===== config.mk =====
export PLATFORM = sky130hd
export DESIGN_NAME = tdm_demux_rx
export DESIGN_NICKNAME = d
export VERILOG_FILES = /design/src/rtl/tdm_pkg.sv /design/src/rtl/tdm_slot_counter.sv /design/src/rtl/tdm_demux_rx.sv
export SDC_FILE = /design/constraint.sdc
export NUM_CORES = 1
export LEC_CHECK = 0
export CAP_MARGIN = 15
export CORE_ASPECT_RATIO = 0.7
export CORE_MARGIN = 5
export CORE_UTILIZATION = 53
export CTS_CLUSTER_SIZE = 14
export DETAILED_ROUTE_END_ITERATION = 7
export PLACE_DENSITY = 0.84
export SLEW_MARGIN = 20
export SYNTH_ARGS = -nofsm -noshare
export SYNTH_HDL_FRONTEND = slang
export SYNTH_SLANG_ARGS = --single-unit

===== constraint.sdc =====
create_clock -name clk -period 4.95 [get_ports clk]
set_clock_uncertainty 0.05 [all_clocks]
set_input_delay 0.99 -clock clk [delete_from_list [all_inputs] [get_ports clk]]
set_output_delay 0.99 -clock clk [all_outputs]
set_load 0.01 [all_outputs]

===== src/rtl/tdm_pkg.sv =====
// Shared definitions for both ends of the 4-slot TDM link: the FSM state type,
// default geometry, and the helper that locates a slot's field inside a frame word.
package tdm_pkg;

    typedef enum logic {
        HUNT = 1'b0,
        RECV = 1'b1
    } state_e;

    localparam int NUM_SLOTS_DEF = 4;
    localparam int DATA_W_DEF    = 1;
    localparam int ERR_W_DEF     = 8;
    localparam int SLOT_W        = $clog2(NUM_SLOTS_DEF);

    // Bit offset of slot 'slot_idx' in a frame word of 'data_w'-bit slots.
    function automatic int slot_lsb(input int slot_idx, input int data_w);
        return slot_idx * data_w;
    endfunction

endpackage


===== src/rtl/tdm_slot_counter.sv =====
// Slot index counter shared by the transmit and receive ends of the TDM link.
// Clear wins over load-to-1, which wins over a plain increment; wrap_o flags the last slot.
module tdm_slot_counter
    import tdm_pkg::*;
#(
    parameter int NUM_SLOTS = NUM_SLOTS_DEF,
    parameter int SLOT_BITS = $clog2(NUM_SLOTS)
) (
    input  logic                 clk,
    input  logic                 reset,
    input  logic                 en_i,
    input  logic                 clr_i,
    input  logic                 load1_i,
    output logic [SLOT_BITS-1:0] count_o,
    output logic                 wrap_o
);

    localparam logic [SLOT_BITS-1:0] LAST = SLOT_BITS'(NUM_SLOTS - 1);
    localparam logic [SLOT_BITS-1:0] ONE  = SLOT_BITS'(1);

    logic [SLOT_BITS-1:0] count_q;
    logic [SLOT_BITS-1:0] count_d;

    // Next count: clear, load the slot after slot 0, or advance with wrap at the last slot.
    always_comb begin
        count_d = count_q;
        if (clr_i) begin
            count_d = '0;
        end else if (load1_i) begin
            count_d = ONE;
        end else if (en_i) begin
            count_d = (count_q == LAST) ? '0 : count_q + ONE;
        end
    end

    // Count register, cleared by the link's active-low reset.
    always_ff @(posedge clk or negedge reset) begin
        if (!reset) begin
            count_q <= '0;
        end else begin
            count_q <= count_d;
        end
    end

    assign count_o = count_q;
    assign wrap_o  = (count_q == LAST);

endmodule


===== src/rtl/tdm_demux_rx.sv =====
// Receive end of the TDM link: hunts for frame_start, collects one slot per enabled
// clock into a shadow bank, publishes whole frames, and counts alignment violations.
module tdm_demux_rx
    import tdm_pkg::*;
#(
    parameter int NUM_SLOTS = NUM_SLOTS_DEF,
    parameter int DATA_W    = DATA_W_DEF,
    parameter int ERR_W     = ERR_W_DEF
) (
    input  logic                        clk,
    input  logic                        reset,
    input  logic                        enable,
    input  logic [DATA_W-1:0]           serial_in,
    input  logic                        frame_start,
    output logic [NUM_SLOTS*DATA_W-1:0] data_out,
    output logic                        frame_valid,
    output logic [$clog2(NUM_SLOTS)-1:0] slot,
    output logic                        locked,
    output logic                        sync_err,
    output logic [ERR_W-1:0]            err_count
);

    localparam int SLOT_BITS = $clog2(NUM_SLOTS);
    localparam int SHADOW_W  = (NUM_SLOTS - 1) * DATA_W;

    state_e                       state_q, state_d;
    logic [SHADOW_W-1:0]          shadow_q, shadow_d;
    logic [NUM_SLOTS*DATA_W-1:0]  data_q, data_d;
    logic                         fv_q, fv_d;
    logic                         se_q, se_d;
    logic [ERR_W-1:0]             err_q, err_d;

    logic                         cnt_clr, cnt_load1, cnt_inc;
    logic [SLOT_BITS-1:0]         slot_q;
    logic                         slot_last;

    tdm_slot_counter #(
        .NUM_SLOTS (NUM_SLOTS),
        .SLOT_BITS (SLOT_BITS)
    ) u_slot_counter (
        .clk     (clk),
        .reset   (reset),
        .en_i    (cnt_inc),
        .clr_i   (cnt_clr),
        .load1_i (cnt_load1),
        .count_o (slot_q),
        .wrap_o  (slot_last)
    );

    // Alignment FSM and slot capture; nothing moves unless enable is high.
    always_comb begin
        state_d   = state_q;
        shadow_d  = shadow_q;
        data_d    = data_q;
        fv_d      = 1'b0;
        se_d      = 1'b0;
        err_d     = err_q;
        cnt_clr   = 1'b0;
        cnt_load1 = 1'b0;
        cnt_inc   = 1'b0;
        if (enable) begin
            unique case (state_q)
                HUNT: begin
                    if (frame_start) begin
                        shadow_d[DATA_W-1:0] = serial_in;
                        cnt_load1            = 1'b1;
                        state_d              = RECV;
                    end
                end
                RECV: begin
                    if (frame_start) begin
                        // A frame_start anywhere but slot 0 abandons the partial frame.
                        se_d                 = (slot_q != '0);
                        shadow_d[DATA_W-1:0] = serial_in;
                        cnt_load1            = 1'b1;
                    end else if (slot_q == '0) begin
                        se_d    = 1'b1;
                        cnt_clr = 1'b1;
                        state_d = HUNT;
                    end else if (slot_last) begin
                        data_d  = {serial_in, shadow_q};
                        fv_d    = 1'b1;
                        cnt_inc = 1'b1;
                    end else begin
                        shadow_d[slot_lsb(int'(slot_q), DATA_W) +: DATA_W] = serial_in;
                        cnt_inc = 1'b1;
                    end
                end
                default: state_d = HUNT;
            endcase
            if (se_d && (err_q != '1)) begin
                err_d = err_q + ERR_W'(1);
            end
        end
    end

    // FSM state register.
    always_ff @(posedge clk or negedge reset) begin
        if (!reset) begin
            state_q <= HUNT;
        end else begin
            state_q <= state_d;
        end
    end

    // Shadow bank, output word, pulse flags and saturating error counter.
    always_ff @(posedge clk or negedge reset) begin
        if (!reset) begin
            shadow_q <= '0;
            data_q   <= '0;
            fv_q     <= 1'b0;
            se_q     <= 1'b0;
            err_q    <= '0;
        end else begin
            shadow_q <= shadow_d;
            data_q   <= data_d;
            fv_q     <= fv_d;
            se_q     <= se_d;
            err_q    <= err_d;
        end
    end

    assign data_out    = data_q;
    assign frame_valid = fv_q & enable;
    assign sync_err    = se_q & enable;
    assign slot        = slot_q;
    assign locked      = (state_q == RECV);
    assign err_count   = err_q;

endmodule


==> impl_metrics.env <==
export IMPL_finalInstanceArea_mm2=0.00135
export IMPL_clock_sinks=20
export IMPL_drt_wl_total_mm=2.09
export IMPL_cap_viol_max_count=0
export IMPL_dr_total_vias=786
export IMPL_syn_inst=95
export IMPL_post_route_drc_count=0
export IMPL_cp_required_ns=3.91
export IMPL_n_fill_cell=139
export IMPL_cts_resized_gates=0
export IMPL_grt_max_degree=21
export IMPL_status="finished clean"
export IMPL_dr_pass1_iters=4
export IMPL_power_density_mw_per_mm2=522
export IMPL_total_leakage_power_nw=0.638
export IMPL_fp_dieW_um=64.0
export IMPL_die_area_mm2=0.00306
export IMPL_ys_warn_count=0
export IMPL_synth_async_sr_flop_share_pct=100
export IMPL_synth_cell_area_mm2=0.00108
export IMPL_coreArea_mm2=0.00190
export IMPL_clk_pin_slew_ns=0.11
export IMPL_cts_root_buf="clkbuf_4"
export IMPL_synth_edf_count=0
export IMPL_synth_seq_area_share_pct=46.2
export IMPL_gp_congestion=0.870
export IMPL_first_global_vias=722
export IMPL_num_io_pins=22
export IMPL_yosys_cell_types_count=29
export IMPL_synth_flop_cell="dfrtp_1"
export IMPL_layout_commonest_cell="clkdlybuf4s50_1"
export IMPL_start_util_pct=56.9
export IMPL_cts_buffers=3
export IMPL_min_path_type="flip-flop to flip-flop"
export IMPL_numPortBuffers=21
export IMPL_viasPerCell=5.57
export IMPL_cts_tree="yes"
export IMPL_p_switching_mw=0.267
export IMPL_grt_usage_pct=15.1
export IMPL_fin_crit_sh_pct=69.2
export IMPL_pwr_share_comb_pct=45.6
export IMPL_place_area_mm2=0.00131
export IMPL_drtAntennaViolNets=0
export IMPL_setup_viol=0
export IMPL_arrival_ns=2.38
export IMPL_clkPwrFrac_pct=13.6
export IMPL_grt_remaining_overflow=0
export IMPL_initialDrtViolationCount=18
export IMPL_postCtsSetupBuffers=0
export IMPL_clk_latency_ns=0.30
export IMPL_grt_pass1_wl_mm=3.36
export IMPL_die_y_um=47.8
export IMPL_ys_ff_latch=20
export IMPL_cp_max_fo=11
export IMPL_layout_nets=134
export IMPL_cp_end_kind="primary output"
export IMPL_critical_path_class="primary input to primary output"
export IMPL_crit_path_start_kind="primary input"
export IMPL_cts_hold_buffers_added=0
export IMPL_fin_setup_tns_ns=0
export IMPL_htreeDepth=1
export IMPL_rsz0062_at_grt="false"
export IMPL_hold_violations=0
export IMPL_area_delta_synth_final_pct=24.6
export IMPL_dpl_hpwl_mm=1.61
export IMPL_drv_slew=0
export IMPL_slew_limit_headroom_pct=41.2
export IMPL_layout_common_cells="clkdlybuf4s50_1 (21), dfrtp_1 (20), nand2_1 (9), ha_1 (9), inv_1 (7)"
export IMPL_tightest_slew_ns=0.879
export IMPL_switching_share_pct=37.9
export IMPL_internal_power_mw=0.437
export IMPL_antenna_cells=0
export IMPL_vdd_drop_max_mv=0.357
export IMPL_finalWorstPathRequiredPeriod_ns=3.42
export IMPL_p_seq_share_pct=40.8
export IMPL_fmax_ghz=0.292
export IMPL_synth_nets=109
export IMPL_syn_area_per_cell_um2=11.4
export IMPL_clockBufferDepth=2
export IMPL_final_core_util_pct=70.9
export IMPL_wire_per_inst_um=14.8
export IMPL_drive_above_1_share_pct=13.4
export IMPL_row_count=13
export IMPL_antenna_found_initial=0
[final cells by class]
| class | instances | area (um2) | area share [%] |
|---|---|---|---|
| Multi-Input combinational cell | 67 | 548 | 40.6 |
| Sequential cell | 20 | 500 | 37.1 |
| Timing Repair Buffer | 21 | 210 | 15.6 |
| Clock buffer | 4 | 36.3 | 2.69 |
| Tap cell | 22 | 27.5 | 2.04 |
| Inverter | 7 | 26.3 | 1.95 |
[cells by family after synthesis]
logic type               after synthesis  share of synthesized area, %
AO/OA/AOI/OAI                         11                          8.21
XOR/XNOR                               4                          3.24
adder cells (fa/ha/maj)                9                          10.4
buffers and inverters                  8                          3.12
flip-flops                            20                          46.2
multiplexers                          11                          12.3
AND/OR/NAND/NOR                       32                          16.5
[final timing paths]
kind,from,endpoint,slack (ns),cells past startpoint
hold reg to reg,data_out[0],data_out[0],0.45,1
hold / removal,data_out[0],data_out[0],0.45,1
max in group asynchronous,reset,data_out[0],3.19,1
setup reg to reg,u_slot_counter.count_o[0],err_count[1],2.62,6
setup / recovery,enable,frame_valid,1.53,3
min in group asynchronous,reset,fv_q,1.12,1
[metal layers]
| metal | wire length (um) | GRT usage (%) | vias up |
|---|---|---|---|
| li1 | - | - | 382 |
| met1 | 945 | 19.1 | 375 |
| met2 | 1020 | 25.3 | 24 |
| met3 | 96 | 4.23 | 5 |
| met4 | 27 | 6.22 | 0 |
| met5 | 0 | 0 | - |
[sequential cells by signal (all words and copies together), names as in the netlist]
register,cells
data_out,4
err_count,8
fv_q,1
locked,1
se_q,1
shadow_q,3
u_slot_counter.count_o,2
[power groups by stage]
stage               clock network (mW)  logic [mW]  registers, mW
global placement                     0       0.309          0.285
global route                     0.105       0.353          0.297
finish                          0.0956       0.321          0.287
detailed placement                   0       0.322          0.291
CTS                             0.0990       0.324          0.287
floorplan                            0       0.168          0.295
[critical path, cell delays in order]
cell             delay, ns
clkdlybuf4s50_1       0.68
and2_1                0.18
clkdlybuf4s50_1       0.53
[synth_stat cells (all sizes together), types with 3 or more instances]
cell type / number / area [um2]
dfrtp: 20 / 500
and2: 3 / 18.8
nor3: 3 / 15.0
nand2: 9 / 33.8
nand4: 4 / 25.0
xnor2: 3 / 26.3
a21oi: 4 / 20.0
nand3: 3 / 20.0
ha: 9 / 113
nor2: 4 / 15.0
mux2: 9 / 113
inv: 7 / 26.3
[per-stage QoR]
stage               total power, mW  instances  hold WS [ns]  setup WS [ns]
floorplan                     0.463         95         0.402           2.62
global placement              0.594        137         0.426           1.56
detailed placement            0.613        137         0.431           1.53
CTS                           0.709        141         0.458           1.53
global route                  0.755        141         0.468           1.48
finish                        0.704        141         0.449           1.53
No activity file was read; power rests on OpenSTA's default activity.
